### src/rtl/tv_sync_pkg.sv
// tv_sync_pkg: shared TV sync timing constants and FSM state type.
// Used by tv_sync_gen and the trigger receivers.
package tv_sync_pkg;

  typedef enum logic [1:0] {
    IDLE,
    ODD,
    EVEN
  } state_t;

  localparam logic MODE_PAL  = 1'b0;
  localparam logic MODE_NTSC = 1'b1;

  localparam int PAL_CLKS   = 640;
  localparam int NTSC_CLKS  = 635;
  localparam int PAL_TOTAL  = 625;
  localparam int NTSC_TOTAL = 525;
  localparam int HS_W_DEF   = 47;
  localparam int VS_N_DEF   = 3;

  function automatic int odd_lines(input int total);
    return (total + 1) / 2;
  endfunction

  localparam int PAL_ODD  = odd_lines(PAL_TOTAL);
  localparam int NTSC_ODD = odd_lines(NTSC_TOTAL);

endpackage

### src/rtl/tv_line_timer.sv
// tv_line_timer: pixel counter, hs pulse and line-wrap strobe.
// TV_SYNC_EQ_PULSE_EN adds equalising pulses on VS lines.
module tv_line_timer
  import tv_sync_pkg::*;
#(
  parameter int HS_WIDTH = HS_W_DEF
) (
  input  logic       clk,
  input  logic       rst_n,
  input  logic       run,
  input  logic       start,
  input  logic [9:0] cur_clks,
  input  logic [9:0] nxt_clks,
  input  logic       eq_line,
  output logic       hs_out,
  output logic       line_wrap
);

  localparam logic [9:0] HS_W = 10'(HS_WIDTH);

  logic [9:0] pix;
  logic [9:0] pix_n;
  logic       hs_n;

  assign line_wrap = run && !start &&
                     (pix == cur_clks - 10'd1);

`ifdef TV_SYNC_EQ_PULSE_EN
  localparam logic [9:0] EQ_W = 10'(HS_WIDTH / 2);

  logic [9:0] half;
  assign half = nxt_clks >> 1;
`else
  logic unused_eq;
  assign unused_eq = ^{eq_line, nxt_clks};
`endif

  always_comb begin
    pix_n = pix + 10'd1;
    if (!run || start || line_wrap)
      pix_n = '0;
    hs_n = run && (pix_n < HS_W);
`ifdef TV_SYNC_EQ_PULSE_EN
    // two half-width pulses, one per half line
    if (run && eq_line)
      hs_n = (pix_n < EQ_W) ||
             ((pix_n >= half) &&
              (pix_n < half + EQ_W));
`endif
  end

  always_ff @(posedge clk or negedge rst_n) begin
    if (!rst_n) begin
      pix    <= '0;
      hs_out <= 1'b0;
    end else begin
      pix    <= pix_n;
      hs_out <= hs_n;
    end
  end

endmodule

### src/rtl/tv_sync_gen.sv
// tv_sync_gen: interlaced PAL/NTSC HS, VS and field timing source.
// Optional TV_SYNC_EQ_PULSE_EN: equalising pulses on VS lines.
module tv_sync_gen
  import tv_sync_pkg::*;
#(
  parameter int PAL_LINE_CLKS  = PAL_CLKS,
  parameter int NTSC_LINE_CLKS = NTSC_CLKS,
  parameter int PAL_LINES      = PAL_TOTAL,
  parameter int NTSC_LINES     = NTSC_TOTAL,
  parameter int HS_WIDTH       = HS_W_DEF,
  parameter int VS_LINES       = VS_N_DEF
) (
  input  logic       clk_in10M,
  input  logic       rst_n,
  input  logic       enable,
  input  logic       video_mode,
  output logic       hs_out,
  output logic       vs_out,
  output logic       oe_out,
  output logic [9:0] line_num,
  output logic       field_start,
  output logic       frame_start
);

  localparam logic [9:0] P_CLK = 10'(PAL_LINE_CLKS);
  localparam logic [9:0] N_CLK = 10'(NTSC_LINE_CLKS);
  localparam logic [9:0] P_TOT = 10'(PAL_LINES);
  localparam logic [9:0] N_TOT = 10'(NTSC_LINES);
  localparam logic [9:0] P_ODD = 10'(odd_lines(PAL_LINES));
  localparam logic [9:0] N_ODD = 10'(odd_lines(NTSC_LINES));
  localparam logic [9:0] VS_N  = 10'(VS_LINES);

  state_t     state, st_n;
  logic       mode, mode_n;
  logic [9:0] fline, fl_n;
  logic [9:0] ln_n;
  logic       vs_n, oe_n, fs_n, frs_n;
  logic       go, line_wrap;
  logic       wrap_last, wrap_mid;
  logic [9:0] tot, odd_n;
  logic [9:0] cur_clks, nxt_clks;

  assign go        = enable && (state == IDLE);
  assign tot       = (mode == MODE_NTSC) ? N_TOT : P_TOT;
  assign wrap_last = line_wrap && (fline == tot);
  assign wrap_mid  = line_wrap && (fline != tot);
  assign cur_clks  = (mode == MODE_NTSC) ? N_CLK : P_CLK;

  always_comb begin
    st_n   = state;
    mode_n = mode;
    fl_n   = fline;
    unique case (1'b1)
      !enable: begin
        st_n = IDLE;
        fl_n = '0;
      end
      go, wrap_last: begin
        st_n   = ODD;
        mode_n = video_mode;
        fl_n   = 10'd1;
      end
      wrap_mid: begin
        fl_n = fline + 10'd1;
        st_n = (fline >= odd_n) ? EVEN : ODD;
      end
      default: ;
    endcase
  end

  // outputs decoded from next-state values
  always_comb begin
    odd_n    = (mode_n == MODE_NTSC) ? N_ODD : P_ODD;
    nxt_clks = (mode_n == MODE_NTSC) ? N_CLK : P_CLK;
    ln_n     = (st_n == EVEN) ? fl_n - odd_n : fl_n;
    vs_n     = enable && (ln_n <= VS_N);
    oe_n     = (st_n == ODD);
    fs_n     = go || (line_wrap && (ln_n == 10'd1));
    frs_n    = go || wrap_last;
  end

  tv_line_timer #(
    .HS_WIDTH(HS_WIDTH)
  ) u_timer (
    .clk      (clk_in10M),
    .rst_n    (rst_n),
    .run      (enable),
    .start    (state == IDLE),
    .cur_clks (cur_clks),
    .nxt_clks (nxt_clks),
    .eq_line  (vs_n),
    .hs_out   (hs_out),
    .line_wrap(line_wrap)
  );

  always_ff @(posedge clk_in10M or negedge rst_n) begin
    if (!rst_n) begin
      state       <= IDLE;
      mode        <= MODE_PAL;
      fline       <= '0;
      vs_out      <= 1'b0;
      oe_out      <= 1'b0;
      line_num    <= '0;
      field_start <= 1'b0;
      frame_start <= 1'b0;
    end else begin
      state       <= st_n;
      mode        <= mode_n;
      fline       <= fl_n;
      vs_out      <= vs_n;
      oe_out      <= oe_n;
      line_num    <= ln_n;
      field_start <= fs_n;
      frame_start <= frs_n;
    end
  end

endmodule

### config.mk
export PLATFORM = sky130hd
export DESIGN_NAME = tv_sync_gen
export DESIGN_NICKNAME = d
export VERILOG_FILES = /design/src/rtl/tv_sync_pkg.sv /design/src/rtl/tv_line_timer.sv /design/src/rtl/tv_sync_gen.sv
export SDC_FILE = /design/constraint.sdc
export NUM_CORES = 1
export LEC_CHECK = 0
export CORE_ASPECT_RATIO = 0.6
export CORE_MARGIN = 2
export CORE_UTILIZATION = 45
export DETAILED_ROUTE_END_ITERATION = 6
export DONT_BUFFER_PORTS = 1
export GPL_TIMING_DRIVEN = 1
export PLACE_DENSITY = 0.72
export SLEW_MARGIN = 20
export SYNTH_ARGS = -nofsm -noshare
export SYNTH_HDL_FRONTEND = slang
export SYNTH_SLANG_ARGS = --single-unit
### constraint.sdc
create_clock -name clk_in10M -period 4.8 [get_ports clk_in10M]
set_clock_uncertainty 0.15 [all_clocks]
set_input_delay 1.44 -clock clk_in10M [delete_from_list [all_inputs] [get_ports clk_in10M]]
set_output_delay 1.44 -clock clk_in10M [all_outputs]
set_load 0.02 [all_outputs]
# Word level (Yosys, flattened, before mapping)
# Index checks and enable logic that the tools add are counted.
[word_totals]
register_bits = 38
input_bits = 4
out_inout_bits = 15
[op_classes]
n_addsub = 4
magnitude_cmp = 3
n_eq_ne = 6
n_mux = 9
reduce_logical = 16
[ops]
columns = ["op", "n"]
rows = [
  ["$pmux 10 s3", 1],
  ["$add 10x1->10 const B", 2],
  ["$eq 10x10->1", 2],
  ["$mux 10", 2],
  ["$eq 10x1->1 const B", 1],
  ["$ge 10x10->1", 1],
  ["$le 10x2->1 const B", 1],
  ["$lt 10x6->1 const B", 1],
  ["$ne 10x10->1", 1],
  ["$sub 10x1->10 const B", 1],
  ["$sub 10x9->10", 1],
  ["$logic_and 1x1->1", 8],
  ["$mux 8", 1],
  ["$mux 7", 1],
  ["$mux 6", 1],
  ["$pmux 2 s3", 1],
  ["$logic_or 1x1->1", 4],
  ["$eq 2x1->1 const B", 1],
  ["$eq 2x2->1 const B", 1],
  ["$logic_not 1->1", 2],
  ["$logic_not 2->1", 1],
  ["$mux 2", 1],
  ["$reduce_or 2->1", 1],
  ["$mux 1", 1],
]

# Longest topological paths before layout
[depth]
word_depth = 16
ltp_mapped = 18
depth_no_buf = 17

# Cells and area by module
# From an unflattened synthesis, not the netlist that was laid out.
[hier_totals]
hier_cells = 318
hier_area_um2 = 2864.0
[modules_own_cells]
columns = ["module", "n_inst", "cells_per_inst", "area_per_inst_um2", "seq_area_each_um2"]
rows = [
  ["tv_sync_gen", 1, 198, 1838.0, 675.6],
  ["tv_line_timer", 1, 120, 1026.0, 275.3],
]

# Worst setup path after synthesis
# No wires, ideal clock.
[synth_path]
kind = "input to register"
startpoint = "in enable"
endpoint = "reg field_start"
t_arrival_ns = 4.159
slack_ns = 0.395
path_stages = 14
n_path_buf = 0
cell_sequence = "inv_1 -> nor2_2 -> o211ai_2 -> o211ai_1 -> inv_1 -> fa_1 -> nor2b_1 -> o21ai_0 -> a21boi_0 -> o21ai_0 -> and4_2 -> a2111oi_2 -> nand4bb_1 -> o31ai_1"
[synth_via]
word_cells_on_any_way = 19
cone_classes = "1 x add/sub; 1 x order compare; 2 x eq/ne; 6 x mux; 9 x reduce/logical"
[synth_lines]
columns = ["element", "line_no", "text"]
rows = [
  ["from (decl)", "tv_sync_gen.sv:15", "input logic enable,"],
  ["$logic_and 1x1->1 (2 in a row)", "tv_line_timer.sv:25", "assign line_wrap = run && !start &&"],
  ["$logic_and 1x1->1", "tv_sync_gen.sv:45", "assign wrap_last = line_wrap && (fline == tot);"],
  ["$reduce_or 2->1", "tv_sync_gen.sv:53", "unique case (1'b1)"],
  ["$pmux 10 s3 *", "tv_sync_gen.sv:53", ""],
  ["via fl_n[0]", "tv_sync_gen.sv:35", "logic [9:0] fline, fl_n;"],
  ["$sub 10x9->10", "tv_sync_gen.sv:75", "ln_n = (st_n == EVEN) ? fl_n - odd_n : fl_n;"],
  ["$mux 10 *", "tv_sync_gen.sv:75", ""],
  ["$eq 10x1->1 *", "tv_sync_gen.sv:78", "fs_n = go || (line_wrap && (ln_n == 10'd1));"],
  ["$logic_and 1x1->1 *", "tv_sync_gen.sv:78", ""],
  ["$logic_or 1x1->1 *", "tv_sync_gen.sv:78", ""],
  ["via fs_n", "tv_sync_gen.sv:37", "logic vs_n, oe_n, fs_n, frs_n;"],
  ["to (signal assigned)", "tv_sync_gen.sv:113", "field_start <= fs_n;"],
  ["to (decl)", "tv_sync_gen.sv:21", "output logic field_start,"],
]
# Mark *: on every way through the listed nets, which the timed path passes. The rest lies on a longest branch.

# Worst setup path in the final report
[layout_path]
startpoint = "reg mode"
endpoint = "reg field_start"
[layout_via]
elab_chain_cells = 16
word_cells_on_any_way = 22
cone_classes = "2 x add/sub; 1 x order compare; 5 x eq/ne; 8 x mux; 6 x reduce/logical"
[layout_rtl]
columns = ["element", "line_no", "text"]
rows = [
  ["from (decl)", "tv_sync_gen.sv:34", "logic mode, mode_n;"],
  ["from (signal assigned)", "tv_sync_gen.sv:108", "mode <= mode_n;"],
  ["$mux 8", "tv_sync_gen.sv:47", "assign cur_clks = (mode == MODE_NTSC) ? N_CLK : P_CLK;"],
  ["$sub 10x1->10", "tv_line_timer.sv:26", "(pix == cur_clks - 10'd1);"],
  ["$eq 10x10->1", "tv_line_timer.sv:26", ""],
  ["$logic_and 1x1->1", "tv_line_timer.sv:25", ""],
  ["$logic_and 1x1->1", "tv_sync_gen.sv:45", ""],
  ["$reduce_or 2->1", "tv_sync_gen.sv:53", ""],
  ["$mux 1 *", "tv_sync_gen.sv:53", ""],
  ["via mode_n", "tv_sync_gen.sv:34", ""],
  ["[... 2 more ...]", "-", ""],
  ["$mux 2", "tv_sync_gen.sv:65", "st_n = (fline >= odd_n) ? EVEN : ODD;"],
  ["$pmux 2 s3", "tv_sync_gen.sv:53", ""],
  ["$eq 2x2->1", "tv_sync_gen.sv:75", ""],
  ["$mux 10 *", "tv_sync_gen.sv:75", ""],
  ["$eq 10x1->1 *", "tv_sync_gen.sv:78", ""],
  ["$logic_and 1x1->1 *", "tv_sync_gen.sv:78", ""],
  ["$logic_or 1x1->1 *", "tv_sync_gen.sv:78", ""],
  ["via fs_n", "tv_sync_gen.sv:37", ""],
]
# Marks and branches as above.

==> impl_metrics.py <==
metrics = {
    "placed_design": {
        "placement.io_buffers": 0,
        "place_area_mm2": 0.00246,
        "place_hpwl_mm": 4.58,
        "gpl.final_weighted_congestion": 0.991,
        "post-place-cells": 308,
        "pre_cts_ws_ps": 46.5,
    },
    "power_and_ir_drop": {
        "fin_total_pwr_mw": 0.903,
        "powerDensity_mw_per_mm2": 348,
        "ir_drop_uv": 146,
        "cellLeakagePower_nw": 1.17,
    },
    "critical_path": {
        "max_fo_critical_path": 9,
        "reg2reg_from": "mode",
        "timing.critical_path.mode_cell": "inv_1",
        "cp-start-kind": "register",
        "timing_worst_setup_path_type": "register to register",
        "worst_path_cell_trace": "or4b_1, o22a_1, nor3_2, o21ai_0, inv_1, mux2_4, inv_1, ha_1, a211oi_1, o211ai_1, a31oi_1, o22ai_2, and4_2, a2111oi_2, nand4bb_1, o31ai_1",
        "cpPeakStageDelay_ps": 540,
        "critical_path.startpoint": "mode",
        "crit_path_end_kind": "register",
        "worst_path_max_delay_cell": "or4b_1",
        "required_ps": 4860,
        "arrival_ps": 4590,
    },
    "hold_path": {
        "hold_path.startpoint": "state[1]",
        "worstHoldPathType": "register to register",
    },
    "clocking": {
        "cts_inserted_buffers": 5,
        "cts.htree.levels": 2,
        "clockRootBuffer": "clkbuf_8",
        "clock_sink_count": 38,
        "tritoncts": "done",
        "cts.path.max_buffers": 2,
        "cts-hold-fix-buffers": 0,
        "clkTransAtPathRegs_ps": 80,
        "worstSkewPairLatency_ps": 300,
    },
    "flow_run": {
        "max-cap-violations": 0,
    },
    "logic_synthesis": {
        "async_reset_ff_frac": 1.00,
        "post_synth_instance_area_mm2": 0.00229,
        "syn_nets": 250,
        "synth-main-ff-cell": "dfrtp_1",
        "netlist.top_cell.by_area": "dfrtp_1",
        "synth_top_area_frac": 0.414,
        "post_synth_fa_ha_maj_area_fraction": 0.0796,
        "synth_top_family_by_area": "simple AND/OR/NAND/NOR gates",
        "synth_sequential_area_ratio": 0.414,
        "synth_edf_count": 0,
        "post_synth_mux_area_share": 0.00927,
        "synth.ff_latch_count": 38,
        "synthesis.instances": 232,
        "synthSimpleGateAreaFrac": 0.201,
        "synth_top_cells_by_area": "dfrtp_1 (41%), ha_1 (7.1%), nand2_1 (4.1%)",
        "netlist-cell-type-count": 62,
        "avgSynthCellArea_um2": 9.89,
        "synthXorXnorAreaFrac": 0.0758,
        "synth.yosys.warnings": 0,
        "synth_compound_gate_area_share": 0.189,
    },
    "sta": {
        "timing.final.ws_setup_ps": 273,
        "timing.final.max_slew_violations": 0,
        "timing.final.setup_violations": 0,
        "timing.slew.headroom": 0.714,
        "layout_min_cycle_time_ps": 4530,
        "finalHoldViolations": 0,
        "clock.fmax_mhz": 221,
        "tightestPinTransition_ps": 428,
        "period_share": 0.943,
    },
    "global_routing": {
        "global_route.overflow_total": 0,
        "grt_util_all_layers": 0.233,
        "wire_length_of_the_first_global_routing_pass_mm": 9.70,
        "via_count_of_the_first_global_routing_pass": 1771,
        "antenna_found_initial": 0,
        "largest_net_degree_at_the_start_of_global_routing": 39,
    },
    "detailed_routing": {
        "drtPass1Iterations": 5,
        "route.antenna.remaining_nets": 0,
        "post_drt_wl_per_cell_um": 19.2,
        "route.vias.total": 1918,
        "iteration_0_drc_count_of_the_detailed_router": 205,
        "total_wirelength_of_the_detailed_routed_design_mm": 6.09,
        "via_per_inst": 6.05,
        "remaining_drc_errors": 0,
    },
    "floorplanning": {
        "fp.dieH_um": 59.3,
        "start_util": 0.461,
        "die_w_um": 96.2,
        "core.rowCount": 20,
        "io_pins": 19,
        "area_of_the_die_mm2": 0.00571,
        "core_area_mm2": 0.00498,
    },
    "final_layout": {
        "areaGrowthSynthToFinish_pct": 13.2,
        "final_common_cell": "dfrtp_1",
        "layout.cells.non_filler": 317,
        "layout.cells.most_common_list": "dfrtp_1 (38), nand2_1 (25), nor2_1 (22), buf_4 (15)",
        "antennaDiodeCount": 0,
        "final_layout_size_suffix_gt1_frac": 0.171,
        "final_nets": 268,
        "finalInstanceArea_mm2": 0.00260,
        "finish.utilization": 0.522,
    },
    "run_status": {
        "run_status": "finished clean",
    },
}
-- final timing paths --
| kind | endpoint | slack [ps] | depth (start not counted) |
|---|---|---|---|
| max in group asynchronous | fline[2] | 3740 | 0 |
| hold reg to reg | state[1] | 380 | 2 |
| hold / removal | state[1] | 380 | 2 |
| min in group asynchronous | line_num[9] | 670 | 0 |
| setup reg to reg | field_start | 270 | 16 |
| setup / recovery | field_start | 270 | 16 |
-- state kept, by name, summed over array words and instances, names as in the netlist --
| signal | cells |
|---|---|
| line_num | 10 |
| oe_out | 1 |
| vs_out | 1 |
| u_timer.pix | 10 |
| state | 2 |
| frame_start | 1 |
| u_timer.hs_out | 1 |
| fline | 10 |
| field_start | 1 |
| mode | 1 |
-- where the power goes --
group,switching (mW),internal [mW]
Clock,0.122,0.155
Combinational,0.137,0.0857
Sequential,0.0506,0.352
Total,0.310,0.593
-- logic make-up after synthesis --
family | count (synthesis)
DFF | 38
buffers and inverters | 18
and+or+nand+nor | 88
adders and majority gates | 14
muxes | 2
xor gates and xnor gates | 19
AOI/OAI and AO/OA | 53
-- worst max-delay path: cells and delay by family, from the launching register on --
kind / cells / cell delay (ps)
adders and majority gates: 1 / 240
and+or+nand+nor: 4 / 1210
DFF: 1 / 410
buffers and inverters: 2 / 260
AOI/OAI and AO/OA: 8 / 1790
muxes: 1 / 380
-- repair_timing --
action	4_1_cts	5_1_grt
buffers inserted	0	1
resized for setup	0	3
setup endpoints to repair	0	3
-- final cells by class --
type / instances / area, um2
clock buffer: 6 / 72.6
clock inverter: 2 / 37.5
multi-input combinational: 176 / 1290
fill: 449 / 2380
inverter: 14 / 55.1
sequential: 38 / 951
timing repair buffer: 15 / 113
tap: 66 / 82.6
-- synthesized netlist by cell type, types with 2 or more instances --
| cell | n |
|---|---|
| a2111oi_2 | 2 |
| a211oi_1 | 2 |
| a21boi_0 | 2 |
| a21oi_1 | 4 |
| a31oi_1 | 3 |
| a41oi_1 | 2 |
| and2_1 | 2 |
| and3_1 | 4 |
| and3b_1 | 2 |
| and4_2 | 2 |
| and4b_1 | 2 |
| clkbuf_1 | 2 |
| dfrtp_1 | 38 |
| ha_1 | 13 |
| inv_1 | 13 |
| nand2_1 | 25 |
| nand3_1 | 7 |
| nand4_1 | 2 |
| nor2_1 | 22 |
| nor2b_1 | 2 |
| nor3_1 | 5 |
| o2111ai_1 | 2 |
| o211ai_1 | 3 |
| o211ai_2 | 2 |
| o21ai_0 | 11 |
| o21bai_1 | 2 |
| o31ai_1 | 2 |
| or2_2 | 3 |
| or4b_1 | 2 |
| xnor2_1 | 9 |
| xor2_1 | 9 |
-- per-stage QoR --
step	setup TNS, ps	hold WS (ps)
after detailed placement	0	373
final	0	378
after global placement	0	364
after CTS	0	392
after floorplan	0	328
after global routing	-9.70	409
-- metal layers --
metal,share of wire,track usage,wire length (um)
met5,0,0,0
met4,0.0099,0.0531,60
met3,0.093,0.0560,565
met2,0.37,0.287,2280
met1,0.52,0.392,3180
(Power assumes the default switching activity.)
